<file path="config.mk">
export PLATFORM = sky130hd
export DESIGN_NAME = gpu_pixel_writer
export DESIGN_NICKNAME = d
export VERILOG_FILES = /design/src/rtl/gpu_pixel_writer.sv
export SDC_FILE = /design/constraint.sdc
export NUM_CORES = 1
export LEC_CHECK = 0
export BUFFER_PORTS_ARGS = -buffer_cell sky130_fd_sc_hd__buf_4
export CORE_MARGIN = 2
export CORE_UTILIZATION = 63
export DETAILED_ROUTE_END_ITERATION = 6
export GPL_ROUTABILITY_DRIVEN = 0
export HOLD_SLACK_MARGIN = 0.1
export PLACE_DENSITY = 0.95
export SYNTH_ARGS = -nofsm -noshare
export SYNTH_HDL_FRONTEND = slang
export SYNTH_SLANG_ARGS = --single-unit
</file>
<file path="constraint.sdc">
create_clock -name clk -period 8.8 [get_ports clk]
set_input_delay 1.76 -clock clk [delete_from_list [all_inputs] [get_ports clk]]
set_output_delay 1.76 -clock clk [all_outputs]
set_load 0.02 [all_outputs]
</file>
<file path="src/rtl/gpu_pixel_writer.sv">
// gpu_pixel_writer: buffers rasteriser pixels in a FIFO and issues single-beat framebuffer writes.
// Ports:
//   clk, n_rst                  clock, asynchronous active-low reset
//   i_x, i_y                    pixel column/row; address = i_y*SCREEN_W + i_x (truncated to ADDR_BITS)
//   i_r, i_g, i_b               pixel colour channels
//   i_valid, o_ready            pixel handshake; o_ready = FIFO not full
//   o_mem_addr, o_mem_wdata     write address and {r,g,b} to the SRAM controller
//   o_mem_we, i_mem_ack         write request held stable until acknowledged
//   i_clr                       synchronous clear of the statistics counters
//   o_pix_count                 saturating count of completed writes
//   o_busy                      FIFO non-empty or write outstanding
//   o_clip_count                saturating count of out-of-range pixels (GPU_PIXEL_WRITER_CLIP_EN only)
// Build option: define GPU_PIXEL_WRITER_CLIP_EN to discard off-screen pixels instead of writing them.
module gpu_pixel_writer #(
    parameter int SCREEN_W   = 640,
    parameter int SCREEN_H   = 480,
    parameter int ADDR_BITS  = 19,
    parameter int CH_BITS    = 8,
    parameter int FIFO_DEPTH = 4,
    parameter int X_BITS     = $clog2(SCREEN_W),
    parameter int Y_BITS     = $clog2(SCREEN_H)
) (
    input  logic                   clk,
    input  logic                   n_rst,
    input  logic [X_BITS-1:0]      i_x,
    input  logic [Y_BITS-1:0]      i_y,
    input  logic [CH_BITS-1:0]     i_r,
    input  logic [CH_BITS-1:0]     i_g,
    input  logic [CH_BITS-1:0]     i_b,
    input  logic                   i_valid,
    output logic                   o_ready,
    output logic [ADDR_BITS-1:0]   o_mem_addr,
    output logic [3*CH_BITS-1:0]   o_mem_wdata,
    output logic                   o_mem_we,
    input  logic                   i_mem_ack,
    input  logic                   i_clr,
    output logic [ADDR_BITS:0]     o_pix_count,
    output logic                   o_busy
`ifdef GPU_PIXEL_WRITER_CLIP_EN
    ,output logic [15:0]           o_clip_count
`endif
);
    localparam int PW = $clog2(FIFO_DEPTH);
    localparam int CW = PW + 1;
    localparam int DW = ADDR_BITS + 3 * CH_BITS;

    typedef enum logic {IDLE, WRITE} state_t;

    state_t               r_state, w_state_nxt;
    logic [DW-1:0]        r_fifo [FIFO_DEPTH];
    logic [PW-1:0]        r_wptr, r_rptr;
    logic [CW-1:0]        r_count, w_count_nxt;
    logic [ADDR_BITS-1:0] r_mem_addr, w_addr;
    logic [3*CH_BITS-1:0] r_mem_wdata;
    logic [ADDR_BITS:0]   r_pix_count;
    logic                 r_busy, w_keep, w_push, w_pop, w_full, w_empty, w_adv;

    assign w_full      = r_count == CW'(FIFO_DEPTH);
    assign w_empty     = r_count == '0;
    assign o_ready     = !w_full;
    assign w_addr      = ADDR_BITS'(32'(i_y) * SCREEN_W + 32'(i_x));
`ifdef GPU_PIXEL_WRITER_CLIP_EN
    assign w_keep      = (32'(i_x) < SCREEN_W) && (32'(i_y) < SCREEN_H);
`else
    assign w_keep      = 1'b1;
`endif
    assign w_push      = i_valid && o_ready && w_keep;
    assign o_mem_we    = r_state == WRITE;
    assign o_mem_addr  = r_mem_addr;
    assign o_mem_wdata = r_mem_wdata;
    assign o_pix_count = r_pix_count;
    assign o_busy      = r_busy;

    // The write slot frees up when idle or when the current write is acked; it refills
    // only from entries already in the FIFO, so a same-cycle push into an empty FIFO waits.
    always_comb begin
        w_adv       = (r_state == IDLE) || i_mem_ack;
        w_pop       = w_adv && !w_empty;
        w_state_nxt = w_adv ? (w_empty ? IDLE : WRITE) : r_state;
        w_count_nxt = r_count + CW'(w_push) - CW'(w_pop);
    end

    always_ff @(posedge clk or negedge n_rst) begin
        if (!n_rst) begin
            r_state     <= IDLE;
            r_count     <= '0;
            r_wptr      <= '0;
            r_rptr      <= '0;
            r_busy      <= 1'b0;
            r_mem_addr  <= '0;
            r_mem_wdata <= '0;
        end else begin
            r_state <= w_state_nxt;
            r_count <= w_count_nxt;
            r_busy  <= (w_count_nxt != '0) || (w_state_nxt == WRITE);
            if (w_push) r_wptr <= r_wptr + PW'(1);
            if (w_pop) begin
                r_rptr                     <= r_rptr + PW'(1);
                {r_mem_addr, r_mem_wdata}  <= r_fifo[r_rptr];
            end
        end
    end

    always_ff @(posedge clk) begin
        if (w_push) r_fifo[r_wptr] <= {w_addr, i_r, i_g, i_b};
    end

    always_ff @(posedge clk or negedge n_rst) begin
        if (!n_rst) r_pix_count <= '0;
        else if (i_clr) r_pix_count <= '0;
        else if (o_mem_we && i_mem_ack && !(&r_pix_count)) r_pix_count <= r_pix_count + (ADDR_BITS+1)'(1);
    end

`ifdef GPU_PIXEL_WRITER_CLIP_EN
    logic [15:0] r_clip_count;

    assign o_clip_count = r_clip_count;

    always_ff @(posedge clk or negedge n_rst) begin
        if (!n_rst) r_clip_count <= '0;
        else if (i_clr) r_clip_count <= '0;
        else if (i_valid && o_ready && !w_keep && !(&r_clip_count)) r_clip_count <= r_clip_count + 16'd1;
    end
`endif
endmodule
</file>
* Yosys cells after proc, flatten, opt, wreduce, memory -nomap -nowiden *
Memory sizes are Yosys's and may differ from the RTL's. A register that Yosys moved wholly into a read port is not among the register bits.
Cells that the tools add are included.

word-level totals
  register bits after elaboration = 29
  latch bits = 0
  bits in writable memories = 172
  bits in read-only memories = 0
  bits of input ports = 48
  output and inout bits = 66
  logic and storage cells = 36
  memories kept = 1

operators by class
  add/subtract/negate cells = 6
  multiply operators = 1
  div/mod/pow operators = 0
  $lt $le $gt $ge = 0
  equal/unequal tests = 1
  shift operators = 0
  muxes and demuxes = 6
  bitwise logic cells = 1
  reductions and logical operators = 14

memories
  memory  depth  bits a word  read ports  clocked after Yosys merged registers in  write ports  line  RTL
  r_fifo  4      43           1           1                                        1            50    logic [DW-1:0] r_fifo [FIFO_DEPTH];

operators by type and width
  cell                                               count
  two-way mux 20 bit                                 2
  adder 20 x 1 -> 20 bit, second input constant      1
  AND reduction 20 bit                               1
  adder 19 x 10 -> 19 bit                            1
  multiplier 9 x 3 -> 12 bit, second input constant  1
  adder 2 x 1 -> 2 bit, second input constant        2
  logical AND 1 bit                                  4
  logical NOT 1 bit                                  4
  two-way mux 1 bit                                  4
  adder 3 x 1 -> 3 bit                               1
  equality test 3 bit, second input constant         1
  logical NOT 3 bit                                  1
  nonzero test 3 bit                                 1
  subtractor 3 x 1 -> 3 bit                          1
  logical OR 1 bit                                   2
  nonzero test 2 bit                                 1
  NOT 1 bit                                          1

* Longest topological paths before layout *
Gate-level depths: netlist (run 1).

  depth in word-level cells = 7
  gate-level depth with buffers = 11
  mapped depth without buffers = 11

* Least setup slack after synthesis (run 1) *
OpenSTA, ideal clock, no wires.

  path type = input to register
  start point = input i_y[1]
  end point = memory r_fifo[0][42] (netlist name) (data pin)
  library setup time = 266 ps
  arrival time = 3918 ps
  data required time = 8534 ps
  path slack = 4616 ps
  cell stages on the path = 9
  path buffers = 0
  cells stage by stage = ha_1 > ha_1 > fa_1 > a211oi_1 > o21a_1 > nor4b_1 > a211oi_1 > nor2_1 > a32o_1

between the ends
  cells in the longest elaborated chain, start to end = 2

RTL lines
  what                        line  RTL
  start: declaration          26    input logic [Y_BITS-1:0] i_y,
  multiplier 9 x 3 -> 12 bit  61    assign w_addr = ADDR_BITS'(32'(i_y) * SCREEN_W + 32'(i_x));
  adder 19 x 10 -> 19 bit     61
  named net w_addr[18]        53    logic [ADDR_BITS-1:0] r_mem_addr, w_addr;
  end: declaration            50

The timed path passes the listed nets, and every way through them passes these cells.

* Worst setup path after layout (run 1) *
Same ends and word-level chain as after synthesis.

==> results.md, run 1 <==
* Remaining Overflow, GRT at 0
* Slew margin rel. at around 20%
* Final Max Slew Viols at 0
* Synth top area cells: edfxtp_1 (52%), dfrtp_1 (18%), mux4_2 (9.7%)
* Final Critical Period at 4.210 ns
* Worst-Skew Late Latency at 0.51 ns
* Pwr Density at 326.6 nW/um^2
* DRT Wirelength at 19.77 mm
* TritonCTS clock tree: done
* Syn_area_per_cell at 18.03 um^2
* Yosys cell types at 51
* Setup bufs post-CTS at 0
* H-tree Lvls at 1
* Worst VDD drop at 0.0002030 V
* NumNets Final at roughly 750
* Die ar. at 16850 um^2
* Top_reg_cell synth: edfxtp_1
* Total track usage at around 25%
* Top Ports at 114
* Hold_buf cts at 0
* Pin count of the biggest net entering global routing at 73
* Die W at 129.8 um
* Worst Setup End Kind: register
* Gate Count Post-Synth at 553
* Drt pass-1 iters at 5
* Drt drc at 0
* Final Setup Violations at 0
* Die H at 129.8 um
* Worst Skew at approximately 0.018 ns
* Most numerous cell in the Yosys netlist: edfxtp_1
* Crit Path Category: in -> reg
* Worst slew pin tran at 1.192 ns
* Area growth syn-to-layout at 18.60%
* Antenna Cells at 0
* Max layer used: met4
* Clock sink total at 244
* Hold Fails Final Rpt at 0
* Routed met2 length at 10.50 mm
* Synthesized area at 9968 um^2
* Largest area contributor in the netlist: edfxtp_1
* DP Worst Slack at around 4.2 ns
* Post-synth EDFFs at 172
* Startpoint types: input port
* Yosys warning total at 0
* Ys async rst share at 29.51%
* Number of max-cap violations at 0
* Port bufs at 113
* Reg area at 6972 um^2
* Critical Path AT at 4.45 ns
* Vias at 5513
* Register bit total from synthesis at 244
* Multi-input gate area at about 2900 um^2
* Synth cell count leaders: edfxtp_1 (172), dfrtp_1 (72), mux2_2 (44)
* CP required at 9.04 ns
* FILL cells at just over 800
* DP HPWL at approximately 12 mm
* Clk Tree Root Cell: clkbuf_16
* Max Root-Sink Buffers at 3
* Via/cell ratio at 6.092
* Core area at around 15000 um^2
* Register clock-pin slew on the reported worst setup and hold paths at approximately 0.060 ns
* Vias in the first global route at 5775
* Global-route wire length before repair at 31.55 mm
* Drt wl/cell at 21.85 um
* Placed cell count at approximately 860
* Top cell type's share of synthesized area at 51.81%
* RSZ-0062 raised after global routing: no
* CTS buffer count at 24
* Final setup TNS at 0 ns
* Starting Density at 65.09%
* Initial antenna violation count at 0
* Layout cells sized above 1 at 35.73%
* Routed wl met3 at about 1.3 mm
* Setup ws final at 4.590 ns
* Highest net fanout along the worst path at 4
* Synthesized Nets at 628
* Final period util at ~48%
* Sequential area share after synthesis at 69.89%
* Leakage power total at 4.457 nW
* Fin cells at roughly 900
* Outcome: finished, final reports clean
* Row cnt at 45
* Detailed Route Iter0 Violations at 500
* Met1 wire length at ~7.5 mm
* Min-Delay Path Class: reg -> reg
* Post-DRT Antenna Nets at 0
* Maximum clock rate at roughly 240 MHz
* Post-CTS sizing at 0
==> path summary, 6_finish.rpt <==
path / from / endpoint / slack, ns / cells after the start
setup / recovery: i_y[1] / r_fifo[0][42] / 4.59 / 10
hold / removal: o_mem_wdata[2] / o_mem_wdata[2] / 0.51 / 1
setup reg to reg: r_count[1] / o_busy / 6.09 / 11
hold reg to reg: o_mem_wdata[2] / o_mem_wdata[2] / 0.51 / 1
max in group asynchronous: n_rst / r_rptr[0] / 6.64 / 1
min in group asynchronous: n_rst / o_mem_wdata[20] / 1.41 / 1
==> cells in the final DEF, fill, tap and decap left out, drive strengths merged, types with 4 or more instances in the layout <==
master / instances
edfxtp: 172
buf: 114
dfrtp: 72
mux2: 44
mux4: 43
clkbuf: 35
nor2: 29
ha: 24
xnor2: 20
inv: 18
nand2: 17
xor2: 13
nand3: 11
o21ai: 9
a21oi: 9
nor3: 7
and3: 5
nor4: 4
==> worst max-delay path, stage by stage <==
cell,delay (ns)
buf_4,0.12
ha_1,0.30
ha_1,0.25
fa_1,0.43
a211oi_1,0.57
o21a_1,0.26
nor4b_1,0.06
a211oi_1,0.25
nor2_1,0.12
a32o_1,0.32
==> state kept, by name, summed over array words and instances (netlist names), 2 cells and up <==
signal,cells
r_count,3
o_pix_count,20
r_fifo,172
o_mem_wdata,24
r_rptr,2
r_wptr,2
o_mem_addr,19
==> stage by stage <==
stage	cell area, um^2	hold slack, ns	total power, W	utilization (%)
global route	11820	0.5223	0.004042	77.20
CTS	11820	0.5111	0.003895	77.20
finish	11820	0.5077	0.003862	77.20
global placement	11030	0.4915	0.002789	72.02
detailed placement	11030	0.4971	0.002858	72.02
floorplan	9968	0.4816	0.002453	-
==> where the power goes <==
part           total, W  internal (W)  switching (W)
Combinational   0.00105      0.000548       0.000500
Clock           0.00102      0.000615       0.000407
Sequential      0.00179       0.00156       0.000231
Total           0.00386       0.00272        0.00114
==> final cells by class <==
class	instances	area share, %
timing repair buffer	114	7.239
tap	211	2.233
sequential	244	58.97
clock buffer	35	5.609
multi-input combinational	276	24.34
clock inverter	9	1.101
inverter	16	0.5080
==> kinds of logic after synthesis <==
group | after synthesis | share of synthesized area, %
AO/OA/AOI/OAI | 37 | 2.636
XOR/XNOR | 33 | 2.899
adder cells (fa/ha/maj) | 27 | 3.615
buffers and inverters | 33 | 1.368
flip-flops | 244 | 69.89
multiplexers | 87 | 14.69
AND/OR/NAND/NOR | 92 | 4.908
==> metal layers <==
| metal | up-vias | global-route usage (%) |
|---|---|---|
| li1 | 2384 | - |
| met1 | 2819 | 32.14 |
| met2 | 267 | 43.39 |
| met3 | 43 | 4.223 |
| met4 | 0 | 7.147 |
| met5 | - | 0 |
Power figures use the tool's default switching activity.
==> run 2: changes to the inputs <==
- CORE_UTILIZATION: 63 -> 52
- PLACE_DENSITY: 0.95 -> 0.86
- clock period: 8.8 -> 3.5 ns (I/O delays scaled with it)
==> run 2 against run 1 <==
Net effect: critical path depth is the same; die area increased by 20%; combinational power grew to 2.5 times the previous value; register-to-register slack lost 5.3 ns; total power rose to 2.5 times the previous value; worst hold slack got worse by 0.14 ns; first-iteration DRC count shrank 26%; sequential power is 150% higher; global-route usage fell by 5.4 points; largest power group unchanged.
==> results.md, run 2 (synthesis results as in run 1) <==
* Core area at 18770 um^2 (+23%)
* RSZ-0062 raised after global routing: no
* DP Area at 11090 um^2 (+0.53%)
* Overall Power at 0.009716 W (+150%)
* Slew margin rel. at 23.57% (+3.0 points)
* Port bufs at 113 (unchanged)
* Via/cell ratio at 5.736 (-5.8%)
* Design area at 11900 um^2 (+0.67%)
* Worst VDD drop at 0.0003444 V (+70%)
* Largest register FFs at 172 (unchanged)
* DRT Wirelength at 19.17 mm (-3.1%)
* H-tree Lvls at 1 (unchanged)
* Reg area at 6972 um^2 (unchanged)
* Area growth syn-to-layout at 19.39%
* Final setup TNS at 0 ns (unchanged)
* Post-CTS sizing at 0 (unchanged)
* Leakage power total at 4.497 nW (+0.90%)
* Drt pass-1 iters at 6 (+1)
* Pin count of the biggest net entering global routing at 73 (unchanged)
* Fin Hold WS at 0.3721 ns (-0.1356 ns)
* Maximum clock rate at 328.2 MHz
* Worst-Skew Late Latency at 0.51 ns (about the same)
* Pwr Density at 816.3 nW/um^2 (+150%)
* Die ar. at 20290 um^2 (+20%)
* Most common cell after layout, fill and taps aside: edfxtp_1
* FILL cells at 1295 (+58%)
* Post-DRT Antenna Nets at 0 (unchanged)
* Hold Fails Final Rpt at 0 (unchanged)
* Startpoint types: input port
* Number of max-cap violations at 0 (unchanged)
* Row cnt at 50 (+11%)
* Remaining Overflow, GRT at 0 (unchanged)
* Multi-input gate area at 2878 um^2 (unchanged)
* Register clock-pin slew on the reported worst setup and hold paths at 0.06 ns (about the same)
* Top Ports at 114 (unchanged)
* Global-route wire length before repair at 30.09 mm (-4.6%)
* Initial antenna violation count at 1 (+1)
* Total track usage at 19.23% (-5.4 points)
* NumNets Final at 755 (+0.53%)
* Outcome: finished, final reports clean
* Setup bufs post-CTS at 0 (unchanged)
* Die H at 142.5 um (+9.8%)
* Drt wl/cell at 20.54 um (-6.0%)
* Drt drc at 0 (unchanged)
* Most frequent cells in the layout: edfxtp_1 (172), buf_4 (118), dfrtp_1 (70)
* Final Setup Violations at 0 (unchanged)
* Final period util at approximately 87%
* Final core utilization at 63.41% (-14 points)
* Starting Density at 53.11% (-12 points)
* Clock sink total at 244 (unchanged)
* CTS buffer count at 24 (unchanged)
* Detailed Route Iter0 Violations at 372 (-26%)
* Die W at 142.5 um (+9.8%)
* Clk Tree Root Cell: clkbuf_16
* Final Max Slew Viols at 0 (unchanged)
* Layout cells sized above 1 at 36.53% (+0.80 points)
* Vias in the first global route at 5700 (-1.3%)
* Vias at 5352 (-2.9%)
* Worst Skew at 0.01521 ns (-0.002727 ns)
* CP required at 3.75 ns (-5.29 ns)
* Min-Delay Path Class: in -> async
* Highest net fanout along the worst path at 4 (unchanged)
* Crit Path Category: in -> reg
* Hold_buf cts at 0 (unchanged)
* Max Root-Sink Buffers at 3 (unchanged)
* Final Critical Period at just over 3 ns
* DP HPWL at 11.89 mm (+3.3%)
* TritonCTS clock tree: done
* Critical Path AT at 3.29 ns (-1.16 ns)
* Worst Setup End Kind: register
* Worst slew pin tran at 1.146 ns (-0.04531 ns)
* Top reg by flops: r_fifo
-- run 2: where the power goes --
part | internal (W) | leakage [nW] | total (W) | switching (W)
registers | 0.00391 | 2.45 | 0.00446 | 0.000550
logic | 0.00140 | 1.64 | 0.00266 | 0.00126
clock network | 0.00159 | 0.399 | 0.00260 | 0.00101
-- run 2: area by class of cell --
cell class | count | area share [%]
Clock buffer | 35 | 5.824
Clock inverter | 9 | 0.9882
Sequential cell | 244 | 58.58
Multi-Input combinational cell | 276 | 24.18
Inverter | 16 | 0.5046
Timing Repair Buffer | 118 | 7.443
Antenna cell | 1 | 0.02103
Tap cell | 234 | 2.460
-- run 2: final timing paths --
path | start | end | slack [ns] | depth (start not counted)
min in group clk | i_g[2] | r_fifo[3][10] | 0.39 | 1
worst max register to register | r_count[2] | o_busy | 0.75 | 9
max in group asynchronous | n_rst | r_rptr[0] | 2.39 | 1
worst max-delay path | i_y[1] | r_fifo[2][42] | 0.45 | 10
worst min register to register | o_mem_wdata[15] | o_mem_wdata[15] | 0.51 | 1
worst min-delay path | n_rst | o_mem_addr[3] | 0.37 | 1
-- run 2: per-stage QoR --
step / cells / setup slack (ns)
2_1_floorplan: 553 / 0.3760
3_3_place_gp: 888 / 0.07211
3_5_place_dp: 888 / -0.02624
4_1_cts: 932 / 0.5065
5_1_grt: 932 / 0.3507
6_report: 933 / 0.4535
-- run 2: critical path, stage by stage --
cell and delay [ns]:
buf_4 0.12, ha_1 0.29, ha_1 0.26, fa_1 0.44, a211oi_1 0.46, o21a_1 0.25, nor4b_1 0.07, a211oi_1 0.27
nor2_1 0.13, a32o_1 0.31
-- run 2: routing by layer --
layer / up-vias / track usage [%] / wire [um] / share of wire (%)
met5: - / 0 / 0 / 0
met2: 156 / 35.27 / 10290 / 54
met1: 2764 / 23.35 / 7500 / 39
met4: 0 / 4.586 / 311 / 1.6
met3: 35 / 4.038 / 1060 / 5.5
li1: 2397 / - / - / -
==> run 3: changes to the inputs <==
- RECOVER_POWER: not set -> 25
==> run 3 against run 2 <==
Net effect: the run now ends with capacitance limit, slew limit left; total power decreased by 0.19%; critical path depth unchanged; routed wire length decreased by 0.13%; non-clock buffer count unchanged; global-route usage unchanged; die area unchanged; register-to-register slack about the same; setup slack improved by 0.0087 ns.
==> results.md, run 3 (synthesis results as in run 1) <==
* DP HPWL at 11.89 mm (unchanged)
* Drt wl/cell at 20.52 um (-0.13%)
* Pwr Density at 823.0 nW/um^2 (+0.82%)
* CP required at 3.74 ns (about the same)
* Worst Skew at 0.01518 ns (-0.00003760 ns)
* Reg2Reg Setup Slack at 0.74 ns (about the same)
* Largest register FFs at 172 (unchanged)
* Final Setup Violations at 0 (unchanged)
* Starting Density at 53.11% (unchanged)
* Outcome: finished, violations left
* DRT Wirelength at 19.14 mm (-0.13%)
* Clk Tree Root Cell: clkbuf_16
* Startpoint types: input port
* Leakage power total at 4.384 nW (-2.5%)
* Placed cell count at 888 (unchanged)
* Most common cell after layout, fill and taps aside: edfxtp_1
* Hold_buf cts at 0 (unchanged)
* Register clock-pin slew on the reported worst setup and hold paths at 0.06 ns (about the same)
* Critical Path AT at 3.28 ns (about the same)
* Clock sink total at 244 (unchanged)
* Setup bufs post-CTS at 0 (unchanged)
* Final period util at 86.79% (-0.25 points)
* Detailed Route Iter0 Violations at 402 (+8.1%)
* Setup ws final at 0.4622 ns (+0.008726 ns)
* Max Root-Sink Buffers at 3 (unchanged)
* Crit Path Category: in -> reg
* TritonCTS clock tree: done
* Final Max Slew Viols at 73 (+73)
* Port bufs at 113 (unchanged)
* Drt drc at 0 (unchanged)
* Final Critical Period at 3.038 ns (-0.008726 ns)
* Fin Hold WS at 0.4508 ns (+0.07875 ns)
* Worst-Skew Late Latency at 0.51 ns (about the same)
* Slew margin rel. at -30.70% (-54 points)
* FILL cells at 1313 (+1.4%)
* Failing checks: capacitance limit, slew limit
* Highest net fanout along the worst path at 4 (unchanged)
* H-tree Lvls at 1 (unchanged)
* Fin cells at 933 (unchanged)
* Hold Fails Final Rpt at 0 (unchanged)
* Row cnt at 50 (unchanged)
* Remaining Overflow, GRT at 0 (unchanged)
* Worst slew pin tran at 1.960 ns (+0.8140 ns)
* Die ar. at 20290 um^2 (unchanged)
* Top Ports at 114 (unchanged)
* Vias at 5383 (+0.58%)
* Pin count of the biggest net entering global routing at 73 (unchanged)
* Min-Delay Path Class: in -> reg
* RSZ-0062 raised after global routing: no
* Die H at 142.5 um (unchanged)
* Vias in the first global route at 5700 (unchanged)
* Most frequent cells in the layout: edfxtp_1 (172), buf_4 (85), dfrtp_1 (70)
* Via/cell ratio at 5.770 (+0.58%)
* Worst VDD drop at 0.0003447 V (about the same)
* Post-DRT Antenna Nets at 0 (unchanged)
* Initial antenna violation count at 1 (unchanged)
* Area growth syn-to-layout at 18.20%
* Total track usage at 19.23% (unchanged)
* Core area at 18770 um^2 (unchanged)
* CTS buffer count at 24 (unchanged)
* DP Worst Slack at -0.02624 ns (unchanged)
* Global-route wire length before repair at 30.09 mm (unchanged)
* Final setup TNS at 0 ns (unchanged)
* Die W at 142.5 um (unchanged)
* Number of max-cap violations at 1 (+1)
* NumNets Final at 755 (unchanged)
* Drt pass-1 iters at 5 (-1)
* Post-CTS sizing at 0 (unchanged)
* Worst Setup End Kind: register
* Maximum clock rate at 329.2 MHz (+0.29%)
* Top reg by flops: r_fifo
* Layout cells sized above 1 at 32.09% (-4.4 points)
==> run 3: changes by cell type in the layout (fill, tap and decap cells not counted) <==
cell and change:
buf_4 -33, clkbuf_1 +31, clkbuf_4 +1, clkbuf_2 +1
==> run 3: power breakdown <==
part	internal, W	switching (W)	leakage [nW]	total (W)
sequential	0.00391	0.000548	2.45	0.00446
combinational	0.00138	0.00126	1.53	0.00264
clock	0.00159	0.00101	0.399	0.00260
total	0.00688	0.00282	4.38	0.00970
==> run 3: layer usage <==
layer  global-route usage (%)  up-vias  wire length (um)
met5                        0        -                 0
met4                    4.586        0               381
met3                    4.038       45              1251
met2                    35.27      190             10170
met1                    23.35     2751              7339
li1                         -     2397                 -
==> run 3: critical path, cell delays in order <==
cell      delay (ns)
buf_4           0.12
ha_1            0.29
ha_1            0.26
fa_1            0.44
a211oi_1        0.46
o21a_1          0.25
nor4b_1         0.07
a211oi_1        0.27
nor2_1          0.12
a32o_1          0.31
==> run 3: through the flow <==
step           power, W  util (%)  instance area [um^2]
6_report       0.009697     62.78                 11780
5_1_grt         0.01018     62.77                 11780
4_1_cts        0.009848     63.40                 11900
3_5_place_dp   0.007232     59.08                 11090
3_3_place_gp   0.007045     59.08                 11090
2_1_floorplan  0.006169         -                  9968
==> run 3: area by class of cell <==
type                    instances  area [um^2]  area share, %
flip-flops and latches        244         6972          59.17
multi-input cells             276         2878          24.42
repair buffers                118        767.0          6.509
clock buffers                  35        693.2          5.883
well taps                     234        292.8          2.485
clock inverters                 9        117.6         0.9982
inverters                      16        60.06         0.5097
diodes                          1        2.502        0.02124
==> run 3: worst paths after layout <==
path / cells after the start / to / start
setup reg to reg: 9 / o_busy / r_count[2]
hold / removal: 1 / r_fifo[1][25] / i_x[1]
max in group asynchronous: 1 / r_rptr[0] / n_rst
min in group asynchronous: 1 / o_mem_addr[3] / n_rst
setup / recovery: 10 / r_fifo[2][42] / i_y[1]
hold reg to reg: 1 / o_mem_wdata[15] / o_mem_wdata[15]
